==> config.mk <==
export PLATFORM = sky130hd
export DESIGN_NAME = news_arbiter
export DESIGN_NICKNAME = d
export VERILOG_FILES = /design/src/rtl/news_pkg.sv /design/src/rtl/news_rr_pick.sv /design/src/rtl/news_arbiter.sv
export SDC_FILE = /design/constraint.sdc
export NUM_CORES = 1
export LEC_CHECK = 0
export ABC_CLOCK_PERIOD_IN_PS = 3340
export BUFFER_PORTS_ARGS = -buffer_cell sky130_fd_sc_hd__buf_2
export CORE_ASPECT_RATIO = 2
export CORE_MARGIN = 1.5
export CORE_UTILIZATION = 29
export DETAILED_ROUTE_END_ITERATION = 6
export SLEW_MARGIN = 10
export SYNTH_ARGS = -nofsm -noshare
export SYNTH_HDL_FRONTEND = slang
export SYNTH_SLANG_ARGS = --single-unit
==> constraint.sdc <==
create_clock -name clock -period 3.34 [get_ports clock]
set_input_delay 0 -clock clock [delete_from_list [all_inputs] [get_ports clock]]
set_output_delay 0 -clock clock [all_outputs]
set_load 0.005 [all_outputs]
==> src/rtl/news_pkg.sv <==
// Shared types and constants for the newspaper vending arbiter.
// Holds coin codes, arbiter FSM states, prices and an index helper.
package news_pkg;

    typedef enum logic [2:0] {
        COIN_NONE   = 3'd0,
        COIN_NICKEL = 3'd1,
        COIN_DIME   = 3'd2
    } coin_t;

    typedef enum logic [1:0] {
        IDLE,
        ACTIVE,
        DISPENSE,
        RELEASE
    } state_t;

    localparam logic [4:0] PRICE      = 5'd15;
    localparam logic [4:0] NICKEL_VAL = 5'd5;
    localparam logic [4:0] DIME_VAL   = 5'd10;

    // Index of the set bit of a one-hot vector (up to 8 ports).
    function automatic logic [2:0] onehot_index(input logic [7:0] oh);
        logic [2:0] idx;
        idx = '0;
        for (int i = 0; i < 8; i++) begin
            if (oh[i]) idx = 3'(i);
        end
        return idx;
    endfunction

endpackage

==> src/rtl/news_rr_pick.sv <==
// Combinational round-robin picker: first requester at or after pointer.
// Ports: req, pointer in; grant (one-hot), valid out.
module news_rr_pick #(
    parameter int NPORT = 4
) (
    input  logic [NPORT-1:0] req,
    input  logic [2:0]       pointer,
    output logic [NPORT-1:0] grant,
    output logic             valid
);

    logic [3:0]       back;
    logic [NPORT-1:0] rot;
    logic [NPORT-1:0] low;

    assign back = 4'(NPORT) - {1'b0, pointer};

    // Rotate so the pointer port sits at bit 0, isolate the lowest
    // set bit, then rotate back.
    assign rot   = (req >> pointer) | (req << back);
    assign low   = rot & (-rot);
    assign grant = (low << pointer) | (low >> back);
    assign valid = |req;

endmodule

==> src/rtl/news_arbiter.sv <==
// Arbitrates NPORT coin ports onto one vending core, tracks credit,
// handles dispense, timeouts, refunds and stuck-dispense faults.
// Ports: clock, reset, req, coin_in in; gnt, core_coin, core_abort,
// done, change_out, refund, refund_amt, bad_coin, fault out;
// core_newspaper, core_change in.
module news_arbiter
    import news_pkg::*;
#(
    parameter int NPORT   = 4,
    parameter int TIMEOUT = 16
) (
    input  logic               clock,
    input  logic               reset,
    input  logic [NPORT-1:0]   req,
    input  logic [3*NPORT-1:0] coin_in,
    output logic [NPORT-1:0]   gnt,
    output logic [2:0]         core_coin,
    input  logic               core_newspaper,
    input  logic               core_change,
    output logic               core_abort,
    output logic [NPORT-1:0]   done,
    output logic [NPORT-1:0]   change_out,
    output logic [NPORT-1:0]   refund,
    output logic [3:0]         refund_amt,
    output logic               bad_coin,
    output logic               fault
);

    localparam int CW = $clog2(TIMEOUT + 1);

    state_t           state;
    logic [NPORT-1:0] gnt_r;
    logic [2:0]       g_idx;
    logic [2:0]       ptr;
    logic [4:0]       credit;
    logic [CW-1:0]    idle_cnt;
    logic             dcnt;

    logic [NPORT-1:0] pick_gnt;
    logic             pick_valid;
    logic [2:0]       gcoin;
    logic             req_g;
    logic             is_nickel;
    logic             is_dime;
    logic             coin_ok;
    logic [4:0]       sum;
    logic             go_disp;
    logic             abort_a;
    logic             abort_d;

    news_rr_pick #(.NPORT(NPORT)) u_pick (
        .req     (req),
        .pointer (ptr),
        .grant   (pick_gnt),
        .valid   (pick_valid)
    );

    always_comb begin
        gcoin = '0;
        for (int p = 0; p < NPORT; p++) begin
            if (gnt_r[p]) gcoin = coin_in[3*p +: 3];
        end
    end

    assign req_g     = |(req & gnt_r);
    assign is_nickel = (gcoin == COIN_NICKEL);
    assign is_dime   = (gcoin == COIN_DIME);
    assign coin_ok   = (state == ACTIVE) && (is_nickel || is_dime);
    assign bad_coin  = (state == ACTIVE) && !is_nickel && !is_dime
                       && (gcoin != COIN_NONE);
    assign core_coin = coin_ok ? gcoin : 3'd0;

    assign sum = credit + (is_dime ? DIME_VAL : NICKEL_VAL);

    // Paying in full wins over any timeout or request drop this cycle.
    assign go_disp = coin_ok && (sum >= PRICE);

    assign abort_a = (state == ACTIVE) && !go_disp
                     && (!req_g || (!coin_ok
                         && idle_cnt == CW'(TIMEOUT - 1)));

    assign abort_d = (state == DISPENSE) && !core_newspaper && dcnt;

    assign core_abort = abort_a || abort_d;
    assign refund     = (abort_a && credit != 5'd0) ? gnt_r : '0;
    assign refund_amt = (abort_a && credit != 5'd0) ? credit[3:0] : 4'd0;

    assign done = (state == DISPENSE && core_newspaper) ? gnt_r : '0;
    assign change_out = (state == DISPENSE && core_newspaper
                         && core_change) ? gnt_r : '0;

    assign gnt = gnt_r;

    always_ff @(posedge clock or posedge reset) begin
        if (reset) begin
            state    <= IDLE;
            gnt_r    <= '0;
            g_idx    <= '0;
            ptr      <= '0;
            credit   <= '0;
            idle_cnt <= '0;
            dcnt     <= 1'b0;
            fault    <= 1'b0;
        end else begin
            unique case (state)
                IDLE: begin
                    if (pick_valid) begin
                        state    <= ACTIVE;
                        gnt_r    <= pick_gnt;
                        g_idx    <= onehot_index(8'(pick_gnt));
                        credit   <= '0;
                        idle_cnt <= '0;
                    end
                end
                ACTIVE: begin
                    if (go_disp) begin
                        state  <= DISPENSE;
                        credit <= sum;
                        dcnt   <= 1'b0;
                    end else if (abort_a) begin
                        state <= RELEASE;
                        gnt_r <= '0;
                    end else if (coin_ok) begin
                        credit   <= sum;
                        idle_cnt <= '0;
                    end else begin
                        idle_cnt <= idle_cnt + CW'(1);
                    end
                end
                DISPENSE: begin
                    if (core_newspaper) begin
                        state <= RELEASE;
                        gnt_r <= '0;
                    end else if (dcnt) begin
                        state <= RELEASE;
                        gnt_r <= '0;
                        fault <= 1'b1;
                    end else begin
                        dcnt <= 1'b1;
                    end
                end
                RELEASE: begin
                    state    <= IDLE;
                    credit   <= '0;
                    idle_cnt <= '0;
                    ptr      <= (g_idx == 3'(NPORT - 1)) ? 3'd0
                                                         : g_idx + 3'd1;
                end
                default: state <= IDLE;
            endcase
        end
    end

endmodule

==> flow_metrics.py, run 1 <==
metrics = {
    "outcome": {
        "outcome": "finished clean",
    },
    "grt": {
        "grt_pass1_vias": 2256,
        "grt_pass1_wl_mm": 10.5,
        "grt_overflow": 0,
        "grtUsageTotal_pct": 16.3,
        "antenna_found_initial": 0,
        "grt_max_degree": 23,
    },
    "finish": {
        "finalNetCount": 355,
        "area_growth_pct": 39.2,
        "n_antenna_cell": 0,
        "post-route-util_pct": 41.5,
        "drive_above_1_share_pct": 39.5,
        "stdcell_area_um2": 3010,
        "multi_input_area_um2": 1690,
        "nFillCells": 739,
        "final-seq-area_um2": 553,
    },
    "clock_network": {
        "clk_pin_slew_ns": 0.06,
        "clockRootBuffer": "clkbuf_16",
        "clockBufferDepth": 2,
        "htree_levels": 1,
        "worstSkewPairLatency_ns": 0.26,
        "cts_tree": "yes",
        "clkSinkCount": 22,
        "cts_made_buffers": 3,
    },
    "sta": {
        "fin_crit_sh_pct": 97.9,
        "max_freq_ghz": 0.306,
        "finClkSkew_ns": 0.00227,
        "min_period_ns": 3.27,
        "hold_violations": 0,
        "relSlewSlack_pct": 42.1,
        "final_max_slew_viol_count": 0,
        "tightest_slew_ns": 0.867,
        "finalSetupViolations": 0,
        "grt_setup_unrepaired": "true",
    },
    "setup_path": {
        "cp-endpoint": "refund_amt[2]",
        "cp-end-kind": "primary output",
        "critPathLaunchType": "register",
        "worst-r2r-setup-slack_ns": 0.09,
        "reg2reg_to": "dcnt$_DFFE_PP0P_",
        "r2r_start": "gnt[3]$_DFFE_PP0P_",
        "path_class": "register to primary output",
        "crit_start": "gnt[3]$_DFFE_PP0P_",
        "cp.arrival_ns": 3.27,
        "reg2regPathDepth": 14,
        "required_ns": 3.34,
        "crit_path_max_fanout": 11,
    },
    "hold_path": {
        "hp-start": "core_newspaper",
        "hold_class": "input pin to register",
    },
    "power": {
        "p_leak_nw": 1.36,
        "vdd_ir_drop_max_mv": 0.223,
        "power_density_nw_per_um2": 912,
    },
    "synth": {
        "synthCells": 245,
        "synthTopCellsByArea": "dfrtp_1 (25%), ha_1 (8.1%), and3_1 (4.3%)",
        "synth_area_per_cell_um2": 8.84,
        "synth_fp_nets": 279,
        "synthArstFlopShare_pct": 100,
        "synth.distinct_cells": 64,
        "synth_flop_cell": "dfrtp_1",
        "syn_area_um2": 2160,
        "synth_edf_count": 0,
        "ys_seq_area_share_pct": 25.4,
        "synth-seq-cells": 22,
        "yosysWarningCount": 0,
        "netlist.area_leader.share_pct": 25.4,
        "yosys-top-cells-count": "dfrtp_1 (22), nor2_1 (22), and3_1 (15), ha_1 (14), nand2_1 (14)",
        "synth_top_cell_by_area": "dfrtp_1",
    },
    "place": {
        "postPlaceCellArea_um2": 2660,
        "gp_congestion": 0.826,
        "port_buffers": 44,
        "place_hpwl_mm": 5.00,
    },
    "floorplanning": {
        "die_width_um": 64.1,
        "fp.dieH_um": 125,
        "rows": 44,
        "dieArea_um2": 8020,
        "core_area_um2": 7270,
        "start_util_pct": 29.8,
        "io_pins": 46,
    },
    "routing": {
        "wl_per_cell_um": 15.9,
        "via_per_inst": 5.47,
        "vias": 2247,
        "first_pass_iters": 4,
        "drt_wl_total_mm": 6.55,
        "drc": 0,
        "drt_iter0_drc": 97,
        "antenna_left": 0,
    },
    "run": {
        "maxCapViolCount": 0,
    },
}
==> cell families (layout without fill, tap and decap cells) <==
| logic type | after synthesis | after routing | share of synthesized area, % |
|---|---|---|---|
| AO/OA/AOI/OAI | 65 | 65 | 25.1 |
| AND/OR/NAND/NOR | 105 | 105 | 27.9 |
| buffers and inverters | 19 | 93 | 4.28 |
| flip-flops | 22 | 22 | 25.4 |
| multiplexers | 14 | 14 | 6.99 |
| adder cells (fa/ha/maj) | 14 | 14 | 8.09 |
| XOR/XNOR | 5 | 5 | 2.02 |
| other | 1 | 1 | 0.173 |
==> per-stage QoR <==
stage | total power, mW | cells | hold slack, ns | worst slack [ns] | setup TNS (ns)
floorplan | 1.66 | 245 | -0.0108 | 0.0259 | 0
global placement | 2.24 | 397 | 0.229 | 0.0863 | 0
detailed placement | 2.25 | 397 | 0.230 | 0.0302 | 0
CTS | 2.59 | 406 | 0.218 | 0.0155 | 0
global route | 2.97 | 411 | 0.257 | -0.0703 | -0.395
finish | 2.75 | 411 | 0.218 | 0.0712 | 0
==> registers in the layout, indices dropped and copies added (netlist names) <==
| signal | flops |
|---|---|
| dcnt | 1 |
| ptr | 2 |
| gnt | 4 |
| idle_cnt | 5 |
| credit | 5 |
| fault | 1 |
| state | 2 |
| g_idx | 2 |
==> worst min-delay path by stage <==
| stage | end | slack (ns) | cells past startpoint |
|---|---|---|---|
| floorplan | credit[0]$_DFFE_PP0P_ | -0.01 | 1 |
| global placement | fault$_DFFE_PP0P_ | 0.23 | 2 |
| detailed placement | fault$_DFFE_PP0P_ | 0.23 | 2 |
| CTS | fault$_DFFE_PP0P_ | 0.22 | 4 |
| global route | fault$_DFFE_PP0P_ | 0.26 | 4 |
| finish | fault$_DFFE_PP0P_ | 0.22 | 4 |
==> power breakdown <==
group          leakage (nW)  total [mW]  switching, mW  internal, mW
clock                0.0370       0.250         0.0922         0.158
sequential            0.278       0.464          0.110         0.354
combinational          1.05        2.03           1.09         0.948
total                  1.36        2.75           1.29          1.46
==> final cells by class <==
type	instances	share of cell area, %
Clock buffer	3	2.49
Inverter	10	1.25
Multi-Input combinational cell	204	56.2
Sequential cell	22	18.4
Tap cell	92	3.82
Timing Repair Buffer	80	17.9
==> worst max-delay path: stages (launching register included) <==
cell and delay (ns):
dfrtp_1 0.41, buf_12 0.15, nor3b_2 0.32, a211o_1 0.21, nor3_4 0.05, buf_4 0.15, xor2_1 0.14, ha_2 0.21
a41oi_4 0.24, o2bb2ai_2 0.17, mux2_4 0.33, buf_4 0.18, and2_4 0.17, and3_4 0.17, buf_6 0.11
==> timing repair <==
| item | CTS | global route |
|---|---|---|
| resized for setup | 9 | 30 |
| pin swaps | 3 | 9 |
| setup buffers | 5 | 4 |
| endpoints found under the hold margin | 22 | 0 |
| setup endpoints to repair | 9 | 24 |
| cloned | 0 | 1 |
| hold buffers | 1 | 0 |
==> layer usage <==
layer	global-route usage (%)	routed length, um	vias up
met3	1.44	161	13
met4	7.01	186	0
met5	0	0	-
li1	-	-	1087
met2	33.2	3850	52
met1	15.7	2340	1095
==> layout by cell type (no fill, tap or decap), types with 5 or more instances in the layout <==
cell       n
buf_2     40
buf_4     32
nor2_1    22
dfrtp_1   20
nand2_1   12
ha_1      11
a21oi_1   10
and3_1    10
inv_1      8
nor3b_2    7
nand2b_1   7
o21ai_0    7
nand3_1    6
buf_6      6
nor2b_1    5
and3_4     5
(Power assumes the default switching activity.)
==> run 2: changes to the inputs <==
- CORE_UTILIZATION: 29 -> 23
==> run 2 against run 1 <==
Net effect: the run now ends with design-rule violations left; sequential share of layout area is 0.43 points lower; cell count rose by 3.9%; die area increased by 25%; largest cell class unchanged.
==> flow_metrics.py, run 2 (same netlist as run 1, synthesis figures left out) <==
metrics = {
    "outcome": {
        "outcome": "complete, but fails checks",
        "violations": "design-rule violations",
    },
    "place": {
        "port_buffers": 44,
        "postPlaceCellArea_um2": 2680,
        "place_hpwl_mm": 5.32,
        "gp_congestion": 0.893,
        "placed_cells": 409,
    },
    "routing": {
        "vias": 2292,
        "drt_iter0_drc": 127,
        "wl_per_cell_um": 16.0,
        "first_pass_iters": 7,
        "via_per_inst": 5.37,
        "antenna_left": 0,
        "drc": 1,
        "drt_wl_total_mm": 6.84,
    },
    "finish": {
        "post-route-util_pct": 34.1,
        "area_growth_pct": 42.9,
        "drive_above_1_share_pct": 40.9,
        "final-seq-area_um2": 554,
        "layout_commonest_cell": "buf_2",
        "stdcell_count": 427,
        "n_antenna_cell": 0,
        "finalNetCount": 360,
        "final_cell_mix": "buf_2 (40), buf_4 (35), nor2_1 (22)",
        "multi_input_area_um2": 1710,
        "stdcell_area_um2": 3090,
        "nFillCells": 942,
    },
    "clock_network": {
        "clockBufferDepth": 2,
        "clkSinkCount": 22,
        "clk_pin_slew_ns": 0.06,
        "htree_levels": 1,
        "clockRootBuffer": "clkbuf_16",
        "cts_tree": "yes",
        "cts_made_buffers": 3,
        "worstSkewPairLatency_ns": 0.26,
    },
    "sta": {
        "grt_setup_unrepaired": "true",
        "min_period_ns": 3.34,
        "finClkSkew_ns": 0.00192,
        "relSlewSlack_pct": 41.6,
        "finalHoldWorstSlack_ns": 0.221,
        "tns_ns": 0,
        "finalSetupViolations": 0,
        "max_freq_ghz": 0.299,
        "fin_crit_sh_pct": 100,
        "tightest_slew_ns": 0.875,
        "hold_violations": 0,
        "final_max_slew_viol_count": 0,
    },
    "hold_path": {
        "hold_depth": 4,
        "hold_class": "input pin to register",
        "hp-start": "core_newspaper",
    },
    "grt": {
        "antenna_found_initial": 0,
        "grt_pass1_vias": 2325,
        "grt_pass1_wl_mm": 10.9,
        "grtUsageTotal_pct": 13.5,
        "grt_overflow": 0,
        "grt_max_degree": 23,
    },
    "power": {
        "vdd_ir_drop_max_mv": 0.426,
        "p_leak_nw": 1.40,
        "power_density_nw_per_um2": 920,
    },
    "setup_path": {
        "cp.arrival_ns": 3.34,
        "crit_start": "gnt[1]$_DFFE_PP0P_",
        "path_class": "register to primary output",
        "worst-r2r-setup-slack_ns": 0.05,
        "reg2regPathDepth": 13,
        "r2r_start": "gnt[1]$_DFFE_PP0P_",
        "critPathLaunchType": "register",
        "crit_path_max_fanout": 6,
        "required_ns": 3.34,
        "cp-end-kind": "primary output",
    },
    "floorplanning": {
        "io_pins": 46,
        "fp.dieH_um": 140,
        "core_area_um2": 9070,
        "dieArea_um2": 10000,
        "die_width_um": 71.6,
        "start_util_pct": 23.9,
        "rows": 49,
    },
    "run": {
        "maxCapViolCount": 0,
    },
}
[run 2: worst max-delay path, stage by stage (launching register included)]
cell and delay [ns]:
dfrtp_2 0.44, nand3b_1 0.19, a211o_1 0.33, nor3_2 0.22
inv_2 0.10, ha_4 0.17, ha_2 0.17, a41oi_4 0.25
mux2i_2 0.32, nand4b_1 0.23, buf_6 0.20, and2_4 0.17
and3_4 0.17, buf_6 0.11
[run 2: where the power goes]
group / switching [mW] / internal, mW
Clock: 0.0951 / 0.183
Combinational: 1.10 / 0.998
Sequential: 0.110 / 0.355
Total: 1.31 / 1.54
[run 2: layout make-up]
cell class | count | area share [%]
Tap cell | 102 | 4.13
Inverter | 10 | 1.21
Timing Repair Buffer | 85 | 18.6
Multi-Input combinational cell | 204 | 55.3
Sequential cell | 22 | 17.9
Clock buffer | 4 | 2.87
[run 2: worst paths after layout]
| kind | end |
|---|---|
| max in group asynchronous | gnt[1]$_DFFE_PP0P_ |
| worst max-delay path | refund_amt[3] |
| worst min-delay path | fault$_DFFE_PP0P_ |
| worst min register to register | fault$_DFFE_PP0P_ |
| min in group asynchronous | fault$_DFFE_PP0P_ |
| worst max register to register | dcnt$_DFFE_PP0P_ |
[run 2: metrics by stage]
| stage | setup slack, ns | power, mW |
|---|---|---|
| floorplan | 0.0259 | 1.66 |
| global placement | 0.0319 | 2.21 |
| detailed placement | -0.0331 | 2.24 |
| CTS | 0.00190 | 2.69 |
| global route | -0.157 | 3.07 |
| finish | 0.000855 | 2.84 |
[run 2: layer usage]
metal	routed length, um	global-route usage, %	vias to the layer above
met3	271	1.01	15
met2	3880	26.4	72
li1	-	-	1089
met4	201	6.36	0
met1	2480	13.8	1116
met5	0	0	-
[run 2: what timing repair did]
item | 4_1_cts | 5_1_grt
hold endpoints to repair | 22 | 0
setup buffers | 8 | 5
gates resized for setup | 20 | 25
pin swaps | 4 | 10
hold buffers | 1 | 0
endpoints found under the setup margin | 13 | 26
gates cloned | 0 | 1
